<file path="src/rtl/cpu_pkg.sv">
// cpu_pkg: shared state encoding and word width for the serial subtractor.
package cpu_pkg;
  localparam int CPU_WORD_W = 8;
  typedef enum logic [1:0] {IDLE, RUN, DONE} sersub_state_t;
endpackage

</file>
<file path="src/rtl/full_subtractor.sv">
// full_subtractor: combinational 1-bit difference/borrow cell.
module full_subtractor (
  input  logic x,
  input  logic y,
  input  logic bin,
  output logic d,
  output logic bout
);
  assign d = x ^ y ^ bin;
  assign bout = (~x & y) | (~(x ^ y) & bin);
endmodule

</file>
<file path="src/rtl/serial_subtractor.sv">
// serial_subtractor: bit-serial a - b - bin, LSB first; SERSUB_FLAGS_EN adds zero/ovf.
module serial_subtractor
  import cpu_pkg::*;
#(
  parameter int WIDTH = CPU_WORD_W
) (
  input  logic             clk,
  input  logic             rst,
  input  logic             start,
  input  logic [WIDTH-1:0] a,
  input  logic [WIDTH-1:0] b,
  input  logic             bin,
  output logic             busy,
  output logic             done,
  output logic [WIDTH-1:0] diff,
  output logic             bout
`ifdef SERSUB_FLAGS_EN
  ,
  output logic             zero,
  output logic             ovf
`endif
);
  localparam int CW = $clog2(WIDTH);
  sersub_state_t state_q, state_d;
  logic [WIDTH-1:0] sa_q, sb_q, sr_q, diff_q, res;
  logic [CW-1:0] cnt_q;
  logic br_q, bout_q, d, br_d, last;
  full_subtractor u_fs (.x(sa_q[0]), .y(sb_q[0]), .bin(br_q), .d(d), .bout(br_d));
  assign last = cnt_q == CW'(WIDTH - 1);
  assign res = {d, sr_q[WIDTH-1:1]};
  always_comb begin
    state_d = state_q == IDLE ? (start ? RUN : IDLE) :
              state_q == RUN  ? (last ? DONE : RUN) : IDLE;
  end
  always_ff @(posedge clk) begin
    if (rst) begin
      state_q <= IDLE;
      sa_q <= '0;
      sb_q <= '0;
      sr_q <= '0;
      br_q <= 1'b0;
      cnt_q <= '0;
      diff_q <= '0;
      bout_q <= 1'b0;
    end else begin
      state_q <= state_d;
      if (state_q == IDLE && start) begin
        sa_q <= a;
        sb_q <= b;
        br_q <= bin;
        cnt_q <= '0;
      end else if (state_q == RUN) begin
        sa_q <= sa_q >> 1;
        sb_q <= sb_q >> 1;
        sr_q <= res;
        br_q <= br_d;
        cnt_q <= cnt_q + 1'b1;
        if (last) begin
          diff_q <= res;
          bout_q <= br_d;
        end
      end
    end
  end
  assign busy = state_q == RUN;
  assign done = state_q == DONE;
  assign diff = diff_q;
  assign bout = bout_q;
`ifdef SERSUB_FLAGS_EN
  // Operand sign bits are kept since sa/sb are consumed by the shift.
  logic as_q, bs_q, zero_q, ovf_q;
  always_ff @(posedge clk) begin
    if (rst) begin
      as_q <= 1'b0;
      bs_q <= 1'b0;
      zero_q <= 1'b0;
      ovf_q <= 1'b0;
    end else if (state_q == IDLE && start) begin
      as_q <= a[WIDTH-1];
      bs_q <= b[WIDTH-1];
    end else if (state_q == RUN && last) begin
      zero_q <= res == '0;
      ovf_q <= (as_q ^ bs_q) & (d ^ as_q);
    end
  end
  assign zero = zero_q;
  assign ovf = ovf_q;
`endif
endmodule

</file>
<file path="config.mk">
export PLATFORM = sky130hd
export DESIGN_NAME = serial_subtractor
export DESIGN_NICKNAME = d
export VERILOG_FILES = /design/src/rtl/cpu_pkg.sv /design/src/rtl/full_subtractor.sv /design/src/rtl/serial_subtractor.sv
export SDC_FILE = /design/constraint.sdc
export NUM_CORES = 1
export LEC_CHECK = 0
export BUFFER_PORTS_ARGS = -buffer_cell sky130_fd_sc_hd__buf_2
export CAP_MARGIN = 5
export CORE_MARGIN = 3
export CORE_UTILIZATION = 57
export DETAILED_ROUTE_END_ITERATION = 8
export PLACE_DENSITY = 0.87
export SETUP_SLACK_MARGIN = 0.05
export SLEW_MARGIN = 20
export SYNTH_ARGS = -nofsm -noshare
export SYNTH_HDL_FRONTEND = slang
export SYNTH_SLANG_ARGS = --single-unit
</file>
<file path="constraint.sdc">
create_clock -name clk -period 2.2 [get_ports clk]
set_input_delay 0 -clock clk [delete_from_list [all_inputs] [get_ports clk]]
set_output_delay 0 -clock clk [all_outputs]
set_load 0.02 [all_outputs]
</file>
==> impl_metrics.ini <==
[die]
core_area_sq_um = 2500
die-area_sq_um = 3300
io_pins = 31
die_h_um = 57.4
start_util = 0.603
dieWidth_um = 57.4
rows = 18

[global_routing]
grt_pass1_vias = 1397
antenna_found_initial = 0
grt_use_total = 0.239
grt_max_degree = 39
grt_pass1_wl_mm = 6.05
grt_overflow = 0

[timing]
hold_slack_ns = 0.0288
worst_pin_slew_ns = 0.641
drv_slew = 0
max_freq_mhz = 597
skew_ns = 0.00293
post-route-period-util = 0.762
relSlewSlack = 0.573
fin_tns_setup_ns = 0
rsz0062_at_grt = false
fin_ws_ns = 0.524
hold_viol = 0
setup_viol = 0
min_period_ns = 1.68

[job]
cap_violations = 0

[critical_path]
worstPathRequired_ns = 2.20
crit_slowest_cell = dfxtp_1
endpoint_kind = output port
path_max_fanout = 20
cpPeakStageDelay_ns = 0.52
cp_cell_sequence = nand2b_1 > buf_4 > inv_2 > buf_2
cp-start-kind = flip-flop
critPathKind = reg -> out
worst_ep_arrival_time_ns = 1.68

[logic_synthesis]
synth_edf_count = 0
synth_fp_nets = 206
synthArstFlopShare = 0
netlist_area_sq_um = 1510
synth_top_area_frac = 0.505
synthDistinctLibCells = 28
synth_ff_type = dfxtp_1
syn_avg_cell_area_sq_um = 8.23
synth_seq_area_share = 0.505
yosys_warnings = 0
synthTopCellsByArea = dfxtp_1 50%, nor2_1 11%, a21oi_1 5.6%, nand2_1 5.5%, nor4_1 5.4%
synthCells = 183
yosys.area.top_type = dfxtp_1
synth_seq_cells = 38

[clock_tree]
clock_latency_ns = 0.34
clk_pin_slew_ns = 0.11
htree_num_levels = 2
clock_sinks = 38
cts_repair_resize_count = 0
clockRootBuffer = clkbuf_4
cts_tree = built
cts_buffers = 5
cts_buffer_depth = 2

[drt]
ant_nets = 0
vias = 1428
drtIter0Drc = 54
wl_per_cell_um = 13.7
routed_wl_mm = 3.50
drc = 0
firstDrtPassIters = 5
vias_per_cell = 5.58

[placement]
gp_congestion = 0.732
placed_cell_area_sq_um = 1630
pre_cts_ws_ns = 0.620
io_buffer_count = 30
hpwl_mm = 2.18

[finish]
diodes = 0
fin_util = 0.764
nNetsFinal = 248
final_area_sq_um = 1910
fill_cells = 168
areaGrowthSynthToFinish_pct = 26.8
layout-drive-gt1-share = 0.186

[outcome]
status = complete, no violations

[power_and_ir_drop]
p_leak_uw = 0.000819
power.density_nw_per_um2 = 780
ir_drop_mv = 0.874

[hold_path]
hold_path.class = in -> reg
stage by stage:
stage,cells,total power (uW)
floorplan,183,854
global placement,231,882
detailed placement,231,890
CTS,256,1490
global route,256,1560
finish,256,1490
per-layer routing:
metal	track usage	part of all wire	wire [um]	vias to the layer above
li1	-	-	-	702
met1	0.270	0.41	1430	661
met2	0.402	0.50	1750	51
met3	0.0814	0.059	205	14
met4	0.116	0.031	108	0
met5	0	0	0	-
path summary, 6_finish.rpt:
| check | start | end | slack (ns) | depth (start not counted) |
|---|---|---|---|---|
| worst max-delay path | state_q[0]$_SDFF_PP0_ | busy | 0.52 | 4 |
| worst min-delay path | start | state_q[0]$_SDFF_PP0_ | 0.03 | 3 |
| worst max register to register | cnt_q[0]$_SDFFE_PP0N_ | diff[0]$_SDFFE_PP0P_ | 0.54 | 5 |
| worst min register to register | diff[4]$_SDFFE_PP0P_ | diff[4]$_SDFFE_PP0P_ | 0.46 | 2 |
timing repair:
item / in CTS / in global routing
hold endpoints to repair: 17 / 0
hold buffers: 17 / 0
buffers inserted: 0 / 0
power by group:
| part | internal [uW] | total, uW | switching [uW] |
|---|---|---|---|
| Clock | 355 | 587 | 232 |
| Combinational | 74.2 | 162 | 88.2 |
| Sequential | 721 | 741 | 20.5 |
| Total | 1150 | 1490 | 340 |
worst max-delay path, delay by kind of cell, from the launching register on:
| family | cells | cell delay [ns] |
|---|---|---|
| buffers and inverters | 3 | 0.69 |
| flip-flops | 1 | 0.52 |
| AND/OR/NAND/NOR | 1 | 0.12 |
state kept, by name (all words and copies together), names as in the netlist:
| name | flops |
|---|---|
| cnt_q | 3 |
| sr_q | 7 |
| bout | 1 |
| sb_q | 8 |
| br_q | 1 |
| diff | 8 |
| sa_q | 8 |
| state_q | 2 |
cell families (layout without fill, tap and decap cells):
group | Yosys count | in the layout | synth area share
flops | 38 | 38 | 0.505
simple gates | 96 | 96 | 0.282
compound gates | 24 | 24 | 0.0972
fa+ha+maj | 3 | 3 | 0.0299
buf+inv | 18 | 61 | 0.0598
xor+xnor | 1 | 1 | 0.00582
mux | 3 | 3 | 0.0199
cell usage after synthesis, types with 2 or more instances:
cell,count
nor2_1,44
dfxtp_1,38
nand2_1,22
a21oi_1,17
nor4_1,13
nand3_1,8
buf_2,6
clkbuf_1,5
nor3_1,4
inv_1,3
mux2i_1,3
a22oi_1,2
buf_6,2
ha_1,2
placed cells by master (no fill, tap or decap), drive strengths merged, types with 2 or more instances in the layout:
cell / count
a22oi: 2
dfxtp: 38
a21oi: 17
nand2: 22
nand3: 8
ha: 2
clkbuf: 5
nor3: 4
nor2: 44
inv: 4
nor4: 13
mux2i: 3
dlygate4sd3: 17
buf: 32
bufinv: 2
area by class of cell:
type,count,area [sq um],share of cell area
clock buffer,5,37.5,0.0196
sequential,38,761,0.398
inverter,4,15.0,0.00786
tap,30,37.5,0.0196
multi-input combinational,127,656,0.343
timing repair buffer,49,335,0.176
clock inverter,3,68.8,0.0360
Power figures use the tool's default switching activity.
